$ cat src/rtl/store_buf_pkg.sv
// rtl/store_buf_pkg.sv - shared widths, entry type and address/index helpers for store_buffer
package store_buf_pkg;

    localparam int DATA_W = 32;
    localparam int IDX_W  = 8;

    typedef struct packed {
        logic [IDX_W-1:0]  idx;
        logic [DATA_W-1:0] data;
    } sb_entry_t;

    function automatic logic [IDX_W-1:0] word_idx(input logic [31:0] addr);
        return addr[IDX_W+1:2];
    endfunction

    function automatic logic [31:0] idx_addr(input logic [IDX_W-1:0] idx);
        return {{(30-IDX_W){1'b0}}, idx, 2'b00};
    endfunction

endpackage

$ cat src/rtl/store_buffer_if.sv
// rtl/store_buffer_if.sv - CPU-side and memory-side signals of the store buffer
interface store_buffer_if;
    import store_buf_pkg::*;

    logic              cpu_read;
    logic              cpu_write;
    logic [31:0]       cpu_addr;
    logic [DATA_W-1:0] cpu_wdata;
    logic [DATA_W-1:0] cpu_rdata;
    logic              stall;
    logic              flush_req;
    logic              empty;
    logic              mem_read;
    logic              mem_write;
    logic [31:0]       mem_addr;
    logic [DATA_W-1:0] mem_wdata;
    logic [DATA_W-1:0] mem_rdata;

    modport master (
        output cpu_read, cpu_write, cpu_addr, cpu_wdata, flush_req, mem_rdata,
        input  cpu_rdata, stall, empty, mem_read, mem_write, mem_addr, mem_wdata
    );

    modport slave (
        input  cpu_read, cpu_write, cpu_addr, cpu_wdata, flush_req, mem_rdata,
        output cpu_rdata, stall, empty, mem_read, mem_write, mem_addr, mem_wdata
    );

endinterface

$ cat src/rtl/sb_match.sv
// rtl/sb_match.sv - youngest-match search over the valid queued stores (head..head+count-1)
module sb_match
    import store_buf_pkg::*;
#(
    parameter int DEPTH = 4,
    localparam int PW   = $clog2(DEPTH)
) (
    input  sb_entry_t         ent [DEPTH],
    input  logic [PW-1:0]     head,
    input  logic [PW:0]       count,
    input  logic [IDX_W-1:0]  idx,
    output logic              hit,
    output logic [PW-1:0]     hit_ptr,
    output logic [DATA_W-1:0] hit_data
);

    logic [PW-1:0] p;

    // Walk oldest to youngest so the last match seen is the youngest one.
    always_comb begin
        hit      = 1'b0;
        hit_ptr  = head;
        hit_data = '0;
        p        = head;
        for (int k = 0; k < DEPTH; k++) begin
            p = head + PW'(k);
            if (((PW+1)'(k) < count) && (ent[p].idx == idx)) begin
                hit      = 1'b1;
                hit_ptr  = p;
                hit_data = ent[p].data;
            end
        end
    end

endmodule

$ cat src/rtl/store_buffer.sv
// rtl/store_buffer.sv - posted-write store buffer with load forwarding; STORE_BUF_COALESCE_EN merges same-index stores
module store_buffer
    import store_buf_pkg::*;
#(
    parameter int DEPTH = 4
) (
    input logic           clk,
    input logic           reset,
    store_buffer_if.slave bus
);

    localparam int PW = $clog2(DEPTH);

    sb_entry_t         ent_q [DEPTH];
    logic [PW-1:0]     head_q, tail_q, hit_ptr, wr_ptr;
    logic [PW:0]       count_q;
    logic              flush_block_q, flush_block, full, is_empty;
    logic              hit, push, coalesce, drain, store_ok;
    logic [IDX_W-1:0]  cpu_idx;
    logic [DATA_W-1:0] hit_data;

    assign cpu_idx     = word_idx(bus.cpu_addr);
    assign full        = (count_q == (PW+1)'(DEPTH));
    assign is_empty    = (count_q == '0);
    // Sticky once raised while entries remain; drops as soon as the queue is empty.
    assign flush_block = (flush_block_q || bus.flush_req) && !is_empty;
    assign store_ok    = bus.cpu_write && !bus.cpu_read && !flush_block;

    sb_match #(.DEPTH(DEPTH)) u_match (
        .ent      (ent_q),
        .head     (head_q),
        .count    (count_q),
        .idx      (cpu_idx),
        .hit      (hit),
        .hit_ptr  (hit_ptr),
        .hit_data (hit_data)
    );

`ifdef STORE_BUF_COALESCE_EN
    assign coalesce  = store_ok && hit;
    assign push      = store_ok && !hit && !full;
    assign bus.stall = bus.cpu_write && (bus.cpu_read || flush_block || (full && !hit));
`else
    assign coalesce  = 1'b0;
    assign push      = store_ok && !full;
    assign bus.stall = bus.cpu_write && (bus.cpu_read || full || flush_block);
`endif

    // An accepted store (push or merge) owns the port cycle even though it does not use it.
    assign drain     = !bus.cpu_read && !push && !coalesce && !is_empty;
    assign wr_ptr    = coalesce ? hit_ptr : tail_q;
    assign bus.empty = is_empty;

    always_comb begin
        bus.mem_read  = 1'b0;
        bus.mem_write = 1'b0;
        bus.mem_addr  = '0;
        bus.mem_wdata = '0;
        bus.cpu_rdata = '0;
        if (bus.cpu_read) begin
            bus.mem_read  = 1'b1;
            bus.mem_addr  = idx_addr(cpu_idx);
            bus.cpu_rdata = hit ? hit_data : bus.mem_rdata;
        end else if (drain) begin
            bus.mem_write = 1'b1;
            bus.mem_addr  = idx_addr(ent_q[head_q].idx);
            bus.mem_wdata = ent_q[head_q].data;
        end
    end

    always_ff @(posedge clk or posedge reset) begin
        if (reset) begin
            head_q        <= '0;
            tail_q        <= '0;
            count_q       <= '0;
            flush_block_q <= 1'b0;
        end else begin
            flush_block_q <= flush_block;
            if (push) begin
                tail_q  <= tail_q + PW'(1);
                count_q <= count_q + (PW+1)'(1);
            end
            if (drain) begin
                head_q  <= head_q + PW'(1);
                count_q <= count_q - (PW+1)'(1);
            end
        end
    end

    always_ff @(posedge clk) begin
        if (push || coalesce) begin
            ent_q[wr_ptr] <= '{idx: cpu_idx, data: bus.cpu_wdata};
        end
    end

endmodule
$ cat src/flat_wrapper.sv
// flat-port wrapper written by rule: the top's interface ports become plain ports
module store_buffer_flat import store_buf_pkg::*;
#(
    parameter int DEPTH = 4
)
  (clk, reset, bus_cpu_read, bus_cpu_write, bus_cpu_addr, bus_cpu_wdata, bus_flush_req, bus_mem_rdata, bus_cpu_rdata, bus_stall, bus_empty, bus_mem_read, bus_mem_write, bus_mem_addr, bus_mem_wdata);
  store_buffer_if bus_i ();
  input logic clk;
  input logic reset;
  input wire logic [$bits(bus_i.cpu_read)-1:0] bus_cpu_read;
  input wire logic [$bits(bus_i.cpu_write)-1:0] bus_cpu_write;
  input wire logic [$bits(bus_i.cpu_addr)-1:0] bus_cpu_addr;
  input wire logic [$bits(bus_i.cpu_wdata)-1:0] bus_cpu_wdata;
  input wire logic [$bits(bus_i.flush_req)-1:0] bus_flush_req;
  input wire logic [$bits(bus_i.mem_rdata)-1:0] bus_mem_rdata;
  output wire logic [$bits(bus_i.cpu_rdata)-1:0] bus_cpu_rdata;
  output wire logic [$bits(bus_i.stall)-1:0] bus_stall;
  output wire logic [$bits(bus_i.empty)-1:0] bus_empty;
  output wire logic [$bits(bus_i.mem_read)-1:0] bus_mem_read;
  output wire logic [$bits(bus_i.mem_write)-1:0] bus_mem_write;
  output wire logic [$bits(bus_i.mem_addr)-1:0] bus_mem_addr;
  output wire logic [$bits(bus_i.mem_wdata)-1:0] bus_mem_wdata;
  assign bus_i.cpu_read = bus_cpu_read;
  assign bus_i.cpu_write = bus_cpu_write;
  assign bus_i.cpu_addr = bus_cpu_addr;
  assign bus_i.cpu_wdata = bus_cpu_wdata;
  assign bus_i.flush_req = bus_flush_req;
  assign bus_i.mem_rdata = bus_mem_rdata;
  assign bus_cpu_rdata = bus_i.cpu_rdata;
  assign bus_stall = bus_i.stall;
  assign bus_empty = bus_i.empty;
  assign bus_mem_read = bus_i.mem_read;
  assign bus_mem_write = bus_i.mem_write;
  assign bus_mem_addr = bus_i.mem_addr;
  assign bus_mem_wdata = bus_i.mem_wdata;
  store_buffer #(.DEPTH(DEPTH)) u_core (.clk(clk), .reset(reset), .bus(bus_i));
endmodule
$ cat config.mk
export PLATFORM = sky130hd
export DESIGN_NAME = store_buffer_flat
export DESIGN_NICKNAME = d
export VERILOG_FILES = /design/src/rtl/store_buf_pkg.sv /design/src/rtl/store_buffer_if.sv /design/src/rtl/sb_match.sv /design/src/rtl/store_buffer.sv /design/src/flat_wrapper.sv
export SDC_FILE = /design/constraint.sdc
export NUM_CORES = 1
export LEC_CHECK = 0
export ABC_AREA = 1
export BUFFER_PORTS_ARGS = -buffer_cell sky130_fd_sc_hd__buf_2
export CAP_MARGIN = 5
export CORE_ASPECT_RATIO = 0.75
export CORE_MARGIN = 2
export CORE_UTILIZATION = 30
export DETAILED_ROUTE_END_ITERATION = 8
export GPL_TIMING_DRIVEN = 0
export HOLD_SLACK_MARGIN = 0.02
export PLACE_DENSITY = 0.47
export REMOVE_ABC_BUFFERS = 1
export SETUP_SLACK_MARGIN = 0.02
export SYNTH_ARGS = -nofsm -noshare
export SYNTH_HDL_FRONTEND = slang
export SYNTH_SLANG_ARGS = --single-unit
$ cat constraint.sdc
create_clock -name clk -period 4.45 [get_ports clk]
set_input_delay 0.6675 -clock clk [delete_from_list [all_inputs] [get_ports clk]]
set_output_delay 0.6675 -clock clk [all_outputs]
set_load 0.05 [all_outputs]
==> metrics.log <==
INFO  metric setup_violations = 0
INFO  metric post_synth_instance_area = 12000 um2
INFO  metric antenna_found_initial = 5
INFO  metric initial_utilization = 0.304
INFO  metric worst_slew_margin_rel = 0.367
INFO  metric fmax = 0.238 GHz
INFO  metric placement_rows = 63
INFO  metric htree_num_levels = 4
INFO  metric ioPinCount = 201
INFO  metric pwr-share-seq = 0.192
INFO  metric layout.cells.most_common = nand2_1
INFO  metric die_area = 41600 um2
INFO  metric coreArea = 39500 um2
INFO  metric synth_cell_types = 37
INFO  metric detailedRoute.firstIterationViolations = 985
INFO  metric pwr_density_cell = 664 nW/um2
INFO  metric max_cap_viol_count = 0
INFO  metric report.final.slew_viol_count = 0
INFO  metric dp.final_hpwl = 24800 um
INFO  metric clkPwrFrac = 0.159
INFO  metric ant_nets = 0
INFO  metric hold_class = in -> async
INFO  metric ys_seq_area_frac = 0.417
INFO  metric syn_inst = 1691
INFO  metric regToRegSetupSlack = 1150 ps
INFO  metric crit_fanout = 22
INFO  metric wire_per_inst = 18.9 um
INFO  metric worstSetupEndpointType = output pin
INFO  metric cell_internal_pwr = 4.80 mW
INFO  metric final_layout_size_suffix_gt1_frac = 0.172
INFO  metric cts.clk_slew.worst_paths = 70 ps
INFO  metric worstSkewPairLatency = 430 ps
INFO  metric r2r_cells = 7
INFO  metric worst_r2r_endpoint = u_core.ent_q[90]
INFO  metric cts_inserted_buffers = 17
INFO  metric critical_path.reg2reg.startpoint = u_core.count_q[1]
INFO  metric worstMarginPinSlew = 947 ps
INFO  metric timing.critical_path.from_type = register
INFO  metric worst_ep_required_time = 3780 ps
INFO  metric result_of_the_run = finished clean
INFO  metric ir_drop = 0.292 mV
INFO  metric postSynthAreaPerCell = 7.09 um2
INFO  metric global_route.usage.total = 0.214
INFO  metric cp.arrival = 3530 ps
INFO  metric finalInstanceArea = 15000 um2
INFO  metric swShare = 0.520
INFO  metric drcViolationCount = 0
INFO  metric p_leak = 6.63 nW
INFO  metric die-height = 177 um
INFO  metric design_power_total = 9.99 mW
INFO  metric grt_start_max_net_pins = 46
INFO  metric cts_root_buf = clkbuf_16
INFO  metric postSynthRegisterBits = 168
INFO  metric finalWeightedCongestion = 0.772
INFO  metric max-clock-path-buffers = 2
INFO  metric first_global_vias = 10900
INFO  metric critPathKind = reg -> out
INFO  metric detail_route.first_pass.iterations = 5
INFO  metric yosysWarningCount = 0
INFO  metric power.share.combinational = 0.649
INFO  metric cts_num_sinks = 168
INFO  metric grt_first_pass_wirelength = 67000 um
INFO  metric syn_to_final_growth = 25.5%
INFO  metric grt_remaining_overflow = 0
INFO  metric finalWorstPathRequiredPeriod = 4200 ps
INFO  metric place_area = 13100 um2
INFO  metric fp.dieW = 235 um
INFO  metric clock-skew-final = 7.71 ps
INFO  metric top_library_cells_by_usage_in_the_layout_fill_and_taps_aside = nand2_1, o21ai_0, nor2_1
INFO  metric grt_setup_unrepaired = no
INFO  metric avgViaCountPerCell = 4.96
INFO  metric hold_buffers = 0
INFO  metric routed-via-count = 11800
INFO  metric share_of_the_clock_period_used_by_the_worst_path = 0.943
INFO  metric place.port_buffers = 152
INFO  metric route.final.wire_length = 44900 um
INFO  metric fin_nets = 1940
INFO  metric switchingPower = 5.19 mW
INFO  metric clock_tree_from_tritoncts = done
INFO  metric fin_hold_viols = 0
## sequential cells by signal, summed over array words and instances (netlist names)
name	flops
u_core.flush_block_q	1
u_core.head_q	2
u_core.tail_q	2
u_core.ent_q	160
u_core.count_q	3
## worst max-delay path by stage
stage / endpoint / startpoint / slack, ps / depth (start not counted)
after global placement: bus_cpu_rdata[31] / u_core.head_q[0] / -10280 / 13
final: bus_cpu_rdata[18] / u_core.head_q[0] / 250 / 17
after detailed placement: bus_cpu_rdata[21] / u_core.head_q[0] / -2380 / 20
after floorplan: bus_cpu_rdata[0] / u_core.head_q[0] / -5470 / 12
after global routing: bus_cpu_rdata[31] / u_core.head_q[1] / 30 / 19
after CTS: bus_cpu_rdata[24] / u_core.head_q[0] / 50 / 19
## synth_stat cells, drive strengths merged
library cell,n,area share
o21a,14,0.0088
nand3b,1,0.00063
edfxtp,160,0.40
and3,1,0.00052
inv,167,0.052
o211ai,31,0.019
nand2,539,0.17
a21oi,23,0.013
nor3,1,0.00042
dfrtp,8,0.017
buf,88,0.052
ha,8,0.0083
nand4,8,0.0047
a31oi,1,0.00052
nor2,198,0.064
o221ai,1,0.00073
o22ai,8,0.0042
o21ai,299,0.12
nand3,81,0.037
and2,2,0.0010
conb,1,0.00031
xor2,7,0.0051
clkbuf,44,0.014
## cell type report
type / count / area (um2)
antenna: 6 / 15.0
clock buffer: 17 / 425
clock inverter: 15 / 188
fill: 4087 / 24400
inverter: 167 / 669
multi-input combinational: 1260 / 6050
sequential: 168 / 5010
tap: 520 / 651
timing repair buffer: 216 / 2020
timing repair inverter: 1 / 8.76
## worst max-delay path, stage by stage (launching register included)
cell,delay [ps]
dfrtp_4,530
buf_16,190
buf_16,180
clkinv_16,100
nand2_1,80
nand3_1,90
nand2_1,90
nand2_1,100
o21ai_0,150
nor2_4,380
nand3_4,120
buf_4,170
nand3_4,90
buf_12,160
o211ai_1,100
nor2_1,240
nor2_1,70
buf_4,190
## per-layer routing
metal	vias up	wire, um	track usage
met5	-	11	0
met4	2	1060	0.0641
met3	50	2600	0.0307
met2	410	19900	0.343
met1	5503	21300	0.300
li1	5786	-	-
## repair_timing
action	CTS	global route
endpoints found under the hold margin	0	0
gates cloned	22	4
buffers inserted	35	1
endpoints found under the setup margin	33	35
pin swaps	17	4
resized for setup	87	7
## power by group through the flow
stage	combinational, mW	clock [mW]	sequential, mW
detailed placement	5.03	0	2.06
CTS	6.37	1.62	1.91
global placement	4.29	0	2.26
global route	7.14	1.68	1.93
floorplan	3.60	0	2.19
finish	6.49	1.59	1.92
## cell families after synthesis
kind of cell,share of synthesized area
AOI/OAI and AO/OA,0.171
xor gates and xnor gates,0.00511
adders and majority gates,0.00835
buffers and inverters,0.118
DFF,0.417
other,0.000313
and+or+nand+nor,0.280
## through the flow
step / hold slack, ps / std cells / worst slack (ps) / TNS [ps] / utilization
after floorplan: 483 / 1582 / -5470 / -260990 / -
after global placement: 515 / 2254 / -10280 / -1007370 / 0.322
after detailed placement: 516 / 2271 / -2380 / -72390 / 0.333
after CTS: 166 / 2360 / 50.4 / 0 / 0.378
after global routing: 194 / 2365 / 31.4 / 0 / 0.381
final: 185 / 2370 / 252 / 0 / 0.381
No activity file was read; power rests on OpenSTA's default activity.
